`config.mk`:
```
export PLATFORM = sky130hd
export DESIGN_NAME = output_buffer
export DESIGN_NICKNAME = d
export VERILOG_FILES = /design/src/rtl/output_pkg.sv /design/src/rtl/output_buffer_mem.sv /design/src/rtl/output_buffer.sv
export SDC_FILE = /design/constraint.sdc
export NUM_CORES = 1
export LEC_CHECK = 0
export CAP_MARGIN = 20
export CORE_MARGIN = 1.5
export CORE_UTILIZATION = 47
export DETAILED_ROUTE_END_ITERATION = 16
export HOLD_SLACK_MARGIN = 0.12
export PLACE_DENSITY = 0.76
export SLEW_MARGIN = 5
export SYNTH_ARGS = -nofsm -noshare
export SYNTH_HDL_FRONTEND = slang
export SYNTH_SLANG_ARGS = --single-unit
```
`constraint.sdc`:
```
create_clock -name clk -period 5.8 [get_ports clk]
set_input_delay 1.16 -clock clk [delete_from_list [all_inputs] [get_ports clk]]
set_output_delay 1.16 -clock clk [all_outputs]
set_load 0.05 [all_outputs]
```
`src/rtl/output_pkg.sv`:
```
// Shared constants and helpers for the handshaked output stage.
// Holds the default geometry and the width of the occupancy counter.
package output_pkg;

  localparam int DEFAULT_WIDTH = 32;
  localparam int DEFAULT_DEPTH = 4;

  // One extra bit so the counter can represent a completely full buffer.
  function automatic int count_width(input int depth);
    return $clog2(depth) + 1;
  endfunction

endpackage

```
`src/rtl/output_buffer_mem.sv`:
```
// DEPTH x WIDTH storage array for the output buffer.
// Has one synchronous write port and one asynchronous read port; contents are never reset.
module output_buffer_mem
  import output_pkg::*;
#(
  parameter int WIDTH = DEFAULT_WIDTH,
  parameter int DEPTH = DEFAULT_DEPTH
) (
  input  logic                     clk,
  input  logic                     wr_en,
  input  logic [$clog2(DEPTH)-1:0] wr_addr,
  input  logic [WIDTH-1:0]         wr_data,
  input  logic [$clog2(DEPTH)-1:0] rd_addr,
  output logic [WIDTH-1:0]         rd_data
);

  logic [WIDTH-1:0] mem [DEPTH];

  always_ff @(posedge clk) begin
    if (wr_en) begin
      mem[wr_addr] <= wr_data;
    end
  end

  assign rd_data = mem[rd_addr];

endmodule

```
`src/rtl/output_buffer.sv`:
```
// Handshaked show-ahead output FIFO between the core datapath and the output pins.
// Owns the pointers, occupancy count, sticky overflow flag and the held last word.
module output_buffer
  import output_pkg::*;
#(
  parameter int WIDTH     = DEFAULT_WIDTH,
  parameter int DEPTH     = DEFAULT_DEPTH,
  parameter bit HOLD_LAST = 1'b1
) (
  input  logic                          clk,
  input  logic                          GlobalReset,
  input  logic [WIDTH-1:0]              data_in,
  input  logic                          srdyo,
  output logic                          in_ready,
  input  logic                          flush,
  output logic [WIDTH-1:0]              data_out,
  output logic                          out_valid,
  input  logic                          out_ready,
  output logic [count_width(DEPTH)-1:0] count,
  output logic                          overflow
);

  localparam int AW = $clog2(DEPTH);
  localparam int CW = count_width(DEPTH);
  localparam logic [CW-1:0] FULL_COUNT = CW'(DEPTH);

  logic [AW-1:0]    wr_ptr;
  logic [AW-1:0]    rd_ptr;
  logic [CW-1:0]    count_q;
  logic             overflow_q;
  logic [WIDTH-1:0] last_q;
  logic [WIDTH-1:0] head_word;
  logic             push;
  logic             pop;

  assign in_ready  = (count_q != FULL_COUNT);
  assign out_valid = (count_q != '0);
  assign push      = srdyo & in_ready & ~flush;
  assign pop       = out_valid & out_ready & ~flush;
  assign count     = count_q;
  assign overflow  = overflow_q;

  output_buffer_mem #(
    .WIDTH (WIDTH),
    .DEPTH (DEPTH)
  ) u_mem (
    .clk     (clk),
    .wr_en   (push),
    .wr_addr (wr_ptr),
    .wr_data (data_in),
    .rd_addr (rd_ptr),
    .rd_data (head_word)
  );

  // Flush clears occupancy and the overflow flag but deliberately keeps last_q.
  always_ff @(posedge clk or posedge GlobalReset) begin
    if (GlobalReset) begin
      wr_ptr     <= '0;
      rd_ptr     <= '0;
      count_q    <= '0;
      overflow_q <= 1'b0;
      last_q     <= '0;
    end else if (flush) begin
      wr_ptr     <= '0;
      rd_ptr     <= '0;
      count_q    <= '0;
      overflow_q <= 1'b0;
    end else begin
      if (push) begin
        wr_ptr <= wr_ptr + AW'(1);
      end
      if (pop) begin
        rd_ptr <= rd_ptr + AW'(1);
        last_q <= head_word;
      end
      if (push && !pop) begin
        count_q <= count_q + CW'(1);
      end else if (pop && !push) begin
        count_q <= count_q - CW'(1);
      end
      if (srdyo && !in_ready) begin
        overflow_q <= 1'b1;
      end
    end
  end

  always_comb begin
    data_out = '0;
    if (out_valid) begin
      data_out = head_word;
    end else if (HOLD_LAST) begin
      data_out = last_q;
    end
  end

endmodule

```
==> results of run 1 <==
-- worst register-to-register path, cell delays in order (launching register included) --
cell and delay (ps):
dfrtp_1 640, nor3b_1 530, nor2_1 190, and2_1 220, fa_1 430, or3b_2 460
a211oi_1 270, a211oi_1 70
-- power breakdown --
group,leakage (nW),switching [mW],internal [mW]
Combinational,0.896,1.11,0.811
Clock,0.276,0.437,0.675
Sequential,1.64,0.150,1.47
-- cell type report --
class	count	area [sq um]
fillers	1019	5709
flip-flops and latches	168	4847
multi-input cells	149	1863
repair buffers	77	775.7
clock buffers	20	436.7
well taps	180	225.2
clock inverters	12	152.6
inverters	8	30.03
diodes	1	2.502
-- synthesized netlist by cell type, drive strengths merged (2+ instances only) --
library cell and instances:
nand2b 2, dfrtp 40, buf 17, nand3 4, ha 4, and2 5, edfxtp 128, clkbuf 3
a211oi 3, a21oi 4, o21ai 3, xor2 3, mux2 65, inv 8, nor2 7, mux4 32
-- stage by stage --
stage               utilization [%]  total power [mW]  instances  hold WS [ps]
floorplan                         -             3.055        345         475.0
global placement              54.99             3.539        581         483.8
detailed placement            54.99             3.578        581         490.5
CTS                           59.18             4.698        613         504.0
global route                  59.34             4.851        615         516.7
finish                        59.34             4.652        615         498.7
-- per-layer routing --
metal | part of all wire (%) | vias up | global-route usage (%)
li1 | - | 1519 | -
met1 | 42 | 1745 | 22.92
met2 | 52 | 76 | 30.42
met3 | 4.2 | 14 | 4.533
met4 | 1.9 | 0 | 7.328
met5 | 0 | - | 0
-- flip-flops by register name, indices dropped and copies added (netlist names) --
name	flops
overflow	1
last_q	32
count	3
wr_ptr	2
u_mem.mem	128
rd_ptr	2
-- cells by family after synthesis --
kind of cell | synth area share (%)
adders and majority gates | 1.022
buffers and inverters | 2.444
xor gates and xnor gates | 0.3831
and+or+nand+nor | 2.335
AOI/OAI and AO/OA | 2.007
muxes | 21.18
DFF | 70.63
-- path summary, 6_finish.rpt --
path                        startpoint           to  slack, ps  cells after the start
max                          rd_ptr[0]  data_out[7]       1370                      4
min                           overflow     overflow        500                      2
max reg2reg                   count[2]     count[2]       2870                      7
min reg2reg                   overflow     overflow        500                      2
max in group asynchronous  GlobalReset    rd_ptr[1]       4260                      3
min in group asynchronous  GlobalReset   last_q[22]       1050                      2
==> metrics.txt, run 1 <==
Tightest Pin Transition 1051 ps; post-synthesis cell count 345; commonest non-fill, non-tap cells in the layout 128 x edfxtp_1, 74 x clkdlybuf4s50_1, 65 x mux2_2, 38 x dfrtp_1, 32 x mux4_2; Die X 123.8 microns; Layout area overhead 21.49%; Unique masters post-synth 36; wire length per cell 20.40 microns; cts repair resizes 0; placed cell area 0.007721 sq mm; CTS Hold Bufs 0; Die Ht 123.8 microns; RSZ-0062 raised after global routing false; dpl ws 1733 ps; Tcrit/Tclk final 76.31%; Core ar. 0.01404 sq mm; Startpoint Class register; clock-pin slew on the worst setup and hold paths 60 ps; WP buf/inv 2; total grt overflow 0; Seq/Total Area, Yosys 70.63%; # DRC 0; Num CTS Buffers 17; worst hold-check path type reg -> reg; LEAKAGE 2.816 nW; 1st-pass router iterations 4; Post-Syn Area 0.006859 sq mm; max-slew violations 0; initial antenna violation count 1; Mean Syn Cell Area 19.88 sq um; post-route cell area 0.008333 sq mm; setup tns final 0 ps; Vias 3354; Synth Net Count 387; vias in the first global route 3595; clk_skew 13.37 ps; largest net degree at the start of global routing 41; first-pass GRT wire length 19.73 mm; Yosys top cell by area edfxtp_1; ANT nets after route 0; # rows 43; CP max-delay cell dfrtp_2; most common cell after layout, fill and taps aside edfxtp_1; gpl congestion 0.6997; fraction of registers with async set/reset 23.81%; GRT Overall Usage 18.20%; Layout Nets 463; dpl hpwl 7.254 mm; status finished clean; Pwr Density 558.3 mW/mm^2; share of cells above drive strength 1 32.26%; Synth Register Bits 168; top cell type's share of synthesized area 56.04%; Clk Tree Root Cell clkbuf_16; worst setup margin 1374 ps; postcts setup bufs 0; delay-heaviest family, CP buffers and inverters; CTS tree built; initial cell density of the core 48.85%; Period minus WS final 4426 ps; crit path DAT 3270 ps; top_reg_cell synth edfxtp_1; PortBufs 74; drt initial violations 184; I/O pins 75; clock latency on the worst-skew pair 420 ps; clock sinks 168; Crit Path Class reg -> out; drt via density 5.454; Max rail drop VDD 299.6 uV; maximum level of the CTS H-tree 4; clk buf depth 2; Max Fclk 0.2259 GHz; crit-path max FO 23; Final Setup Violations 0; critical path, cell by cell buf_4 -> mux4_2 -> mux2_2 -> clkdlybuf4s50_1; Yosys warning count 0; slowest stage delay, CP 870 ps; Total Routed Length 12.55 mm; Worst EP required 4640 ps; Worst Setup End Kind output pin; full die area 0.01533 sq mm; count of flip-flops with a built-in enable after synthesis 128; Final Hold Fails 0; Area contributors post-synth edfxtp_1 56%, dfrtp_1 15%, mux2_2 11%; maxcap violations 0; Slew Limit Headroom 29.76%
Note: power is estimated with default switching activity, not from simulation.
==> run 2: changes to the inputs <==
--- a/config.mk
+++ b/config.mk
@@ -10,7 +10,7 @@
 export CORE_UTILIZATION = 47
 export DETAILED_ROUTE_END_ITERATION = 16
 export HOLD_SLACK_MARGIN = 0.12
-export PLACE_DENSITY = 0.76
+export PLACE_DENSITY = 0.79
 export SLEW_MARGIN = 5
 export SYNTH_ARGS = -nofsm -noshare
 export SYNTH_HDL_FRONTEND = slang
==> constraint.sdc (replaced) <==
create_clock -name clk -period 4 [get_ports clk]
set_input_delay 0.8 -clock clk [delete_from_list [all_inputs] [get_ports clk]]
set_output_delay 0.8 -clock clk [all_outputs]
set_load 0.05 [all_outputs]
==> metrics.txt, run 2 (same netlist as run 1, synthesis figures left out) <==
status finished clean; # rows 43; Fin Hold WS 503.9 ps; met1 Usage GRT 24.12%; wire length per cell 20.63 microns; Vias 3480; Total Routed Length 12.89 mm; total grt overflow 0; crit-path max FO 27; Biggest register u_mem.mem; crit path DAT 2860 ps; Die X 123.8 microns; Die Ht 123.8 microns; first-pass GRT wire length 20.04 mm; clock-pin slew on the worst setup and hold paths 60 ps; drt initial violations 288; worst hold-check path type reg -> reg; Period minus WS final 3663 ps; most common cell after layout, fill and taps aside edfxtp_1; # DRC 0; cts repair resizes 0; gpl congestion 0.7124; GRT Overall Usage 18.24%; Max rail drop VDD 547.9 uV; I/O pins 75; setup tns final 0 ps; Final Setup Violations 0; CTS tree built; maxcap violations 0; dpl hpwl 8.195 mm; postcts setup bufs 0; clock sinks 168; Worst Setup End Kind output pin; gr busiest metal met2; clk buf depth 2; Num CTS Buffers 17; Layout area overhead 22.73%; Layout Nets 474; Max Fclk 0.2730 GHz; ANT nets after route 0; Clk Tree Root Cell clkbuf_16; Worst EP required 3200 ps; Tcrit/Tclk final 91.57%; Crit Path Class reg -> out; full die area 0.01533 sq mm; 1st-pass router iterations 6; clock latency on the worst-skew pair 420 ps; LEAKAGE 2.883 nW; clk_skew 9.229 ps; maximum level of the CTS H-tree 4; PortBufs 74; Tightest Pin Transition 908.2 ps; RSZ-0062 raised after global routing false; drt via density 5.568; slowest stage delay, CP 710 ps; Core ar. 0.01404 sq mm; critical path, cell by cell nor3_4 -> buf_12 -> mux2_2 -> clkdlybuf4s50_1; Startpoint Class register; commonest non-fill, non-tap cells in the layout 128 x edfxtp_1, 74 x clkdlybuf4s50_1, 65 x mux2_2, 38 x dfrtp_1, 32 x mux4_2; Slew Limit Headroom 39.37%; R2R setup slack 1110 ps; share of cells above drive strength 1 33.03%; GR Util met3 4.350%; CP max-delay cell clkdlybuf4s50_1; Final Hold Fails 0; initial cell density of the core 48.85%; initial antenna violation count 0; vias in the first global route 3631; met2 Track Usage GR 29.49%; max reg flops 128; ant diodes 0; CTS Hold Bufs 0; Pwr Density 809.4 mW/mm^2; max-slew violations 0; largest net degree at the start of global routing 41
[run 2: layout make-up]
type / instances / area (sq um)
flip-flops and latches: 168 / 4847
well taps: 180 / 225.2
fillers: 1035 / 5624
multi-input cells: 149 / 1863
clock inverters: 9 / 123.9
inverters: 8 / 30.03
clock buffers: 23 / 457.9
repair buffers: 88 / 870.8
[run 2: worst max-delay path, delay by kind of cell, from the launching register on]
family        cells  cell delay [ps]
buf+inv           2              980
flops             1              570
mux               1              390
simple gates      1              480
[run 2: worst paths after layout]
check | startpoint | to | cells past startpoint
worst min-delay path | last_q[1] | last_q[1] | 1
worst max register to register | count[2] | count[2] | 7
worst min register to register | last_q[1] | last_q[1] | 1
min in group asynchronous | GlobalReset | count[1] | 2
max in group asynchronous | GlobalReset | rd_ptr[1] | 2
worst max-delay path | count[1] | data_out[19] | 4
[run 2: metal layers]
metal | vias up | part of all wire (%)
met1 | 1818 | 43
met2 | 104 | 51
met5 | - | 0
li1 | 1544 | -
met4 | 0 | 1.5
met3 | 14 | 4.6
[run 2: power breakdown]
group | internal [mW] | switching (mW)
Sequential | 2.13 | 0.173
Clock | 0.995 | 0.630
Combinational | 1.22 | 1.66
Total | 4.35 | 2.47
[run 2: metrics by stage]
step           worst slack (ps)  instance area, sq um  power (mW)  cells  utilization (%)
2_1_floorplan              1170                  6859       4.429    345                -
3_3_place_gp              702.2                  7836       5.180    593            55.81
3_5_place_dp              632.7                  7836       5.241    593            55.81
4_1_cts                   321.1                  8418       6.872    625            59.95
5_1_grt                   232.4                  8418       7.097    625            59.95
6_report                  337.2                  8418       6.813    625            59.95
==> run 3: changes to the inputs <==
--- a/config.mk
+++ b/config.mk
@@ -9,8 +9,9 @@
 export CORE_MARGIN = 1.5
 export CORE_UTILIZATION = 47
 export DETAILED_ROUTE_END_ITERATION = 16
+export DONT_BUFFER_PORTS = 1
 export HOLD_SLACK_MARGIN = 0.12
-export PLACE_DENSITY = 0.79
+export PLACE_DENSITY = 0.72
 export SLEW_MARGIN = 5
 export SYNTH_ARGS = -nofsm -noshare
 export SYNTH_HDL_FRONTEND = slang
==> constraint.sdc (replaced) <==
create_clock -name clk -period 3.1 [get_ports clk]
set_input_delay 0.62 -clock clk [delete_from_list [all_inputs] [get_ports clk]]
set_output_delay 0.62 -clock clk [all_outputs]
set_load 0.05 [all_outputs]
==> metrics.txt, run 3 (same netlist as run 1, synthesis figures left out) <==
clock latency on the worst-skew pair 420 ps; setup tns final 0 ps; met2 Track Usage GR 29.25%; # placed instances 523; Num CTS Buffers 17; largest net degree at the start of global routing 41; I/O pins 75; full die area 0.01533 sq mm; CTS tree built; GR Util met3 6.364%; Max Fclk 0.3467 GHz; LEAKAGE 2.648 nW; Total Routed Length 12.15 mm; post-route cell area 0.007787 sq mm; PortBufs 0; r2r endpoint count[2]; dpl hpwl 7.791 mm; Crit Path Class reg -> out; met1 Usage GRT 19.47%; ANT nets after route 0; postcts setup bufs 0; total grt overflow 0; Crit. Startpoint rd_ptr[0]; worst hold path endpoint rd_ptr[1]; Post-Layout Cell Count 557; commonest non-fill, non-tap cells in the layout 128 x edfxtp_1, 65 x mux2_2, 38 x dfrtp_1, 32 x mux4_2, 17 x clkbuf_16; 1st-pass router iterations 4; status finished clean; Period minus WS final 2884 ps; Clk Tree Root Cell clkbuf_16; initial cell density of the core 48.85%; most common cell after layout, fill and taps aside edfxtp_1; Slew Limit Headroom 65.58%; gr busiest metal met2; Tcrit/Tclk final 93.03%; Layout Nets 406; max reg flops 128; Die Ht 123.8 microns; drt via density 5.594; Final Setup Violations 0; worst hold-check path type in -> reg; Worst Setup End Kind output pin; crit-path max FO 13; Final Hold Fails 0; placed cell area 0.007138 sq mm; maxcap violations 0; Vias 3116; Hold Path Depth 1; Worst EP required 2480 ps; crit path DAT 2260 ps; worst reg2reg path depth 7; HP Start flush; Die X 123.8 microns; ant diodes 0; Fin Hold WS 260.8 ps; maximum level of the CTS H-tree 4; clock sinks 168; worst r2r src count[0]; vias in the first global route 3341; gpl congestion 0.7524; initial antenna violation count 0; clk_skew 8.057 ps; max-slew violations 0; # DRC 0; Tightest Pin Transition 516.3 ps; Biggest register u_mem.mem; first-pass GRT wire length 18.26 mm; Max rail drop VDD 459.4 uV; GRT Overall Usage 17.01%; share of cells above drive strength 1 41.64%; clk buf depth 2; R2R setup slack 560 ps; Core ar. 0.01404 sq mm; clock-pin slew on the worst setup and hold paths 60 ps; Startpoint Class register; drt initial violations 266; RSZ-0062 raised after global routing false; Pwr Density 1048 mW/mm^2; # rows 43; filler cell count 1047; Layout area overhead 13.54%; wire length per cell 21.82 microns
-- run 3: final cells by class --
type                       count  area [sq um]  area share [%]
timing repair buffer          20         202.7           2.603
sequential                   168          4847           62.24
clock inverter                10         145.1           1.864
inverter                       8         30.03          0.3856
tap                          180         225.2           2.892
clock buffer                  22         474.2           6.089
multi-input combinational    149          1863           23.92
-- run 3: worst max-delay path by stage --
stage | endpoint | slack, ps
after floorplan | count[2] | 270
after global placement | data_out[13] | 610
after detailed placement | count[2] | 570
after CTS | data_out[13] | 140
after global routing | data_out[3] | 70
final | data_out[13] | 220
-- run 3: timing repair --
action,4_1_cts,5_1_grt
gates resized for setup,0,0
hold buffers,0,1
hold endpoints to repair,0,16
-- run 3: critical path, cell delays in order (launching register included) --
cell and delay [ps]:
dfrtp_2 620, buf_4 280, mux4_2 530, mux2_2 410
-- run 3: metal layers --
layer | wire length [microns] | share of wire [%]
met5 | 0 | 0
met4 | 148 | 1.2
met3 | 729 | 6.0
met2 | 6524 | 54
met1 | 4752 | 39
-- run 3: per-stage QoR --
stage | util (%) | setup slack (ps) | power (mW)
final | 55.46 | 216.0 | 8.163
after CTS | 55.24 | 139.4 | 8.256
after global placement | 50.83 | 613.4 | 6.031
after global routing | 55.46 | 72.01 | 8.491
after floorplan | - | 270.2 | 5.715
after detailed placement | 50.83 | 571.3 | 6.092
-- run 3: power breakdown --
part | internal (mW) | switching [mW] | total (mW)
Clock | 1.34 | 0.822 | 2.16
Sequential | 2.76 | 0.213 | 2.97
Combinational | 1.00 | 2.03 | 3.04
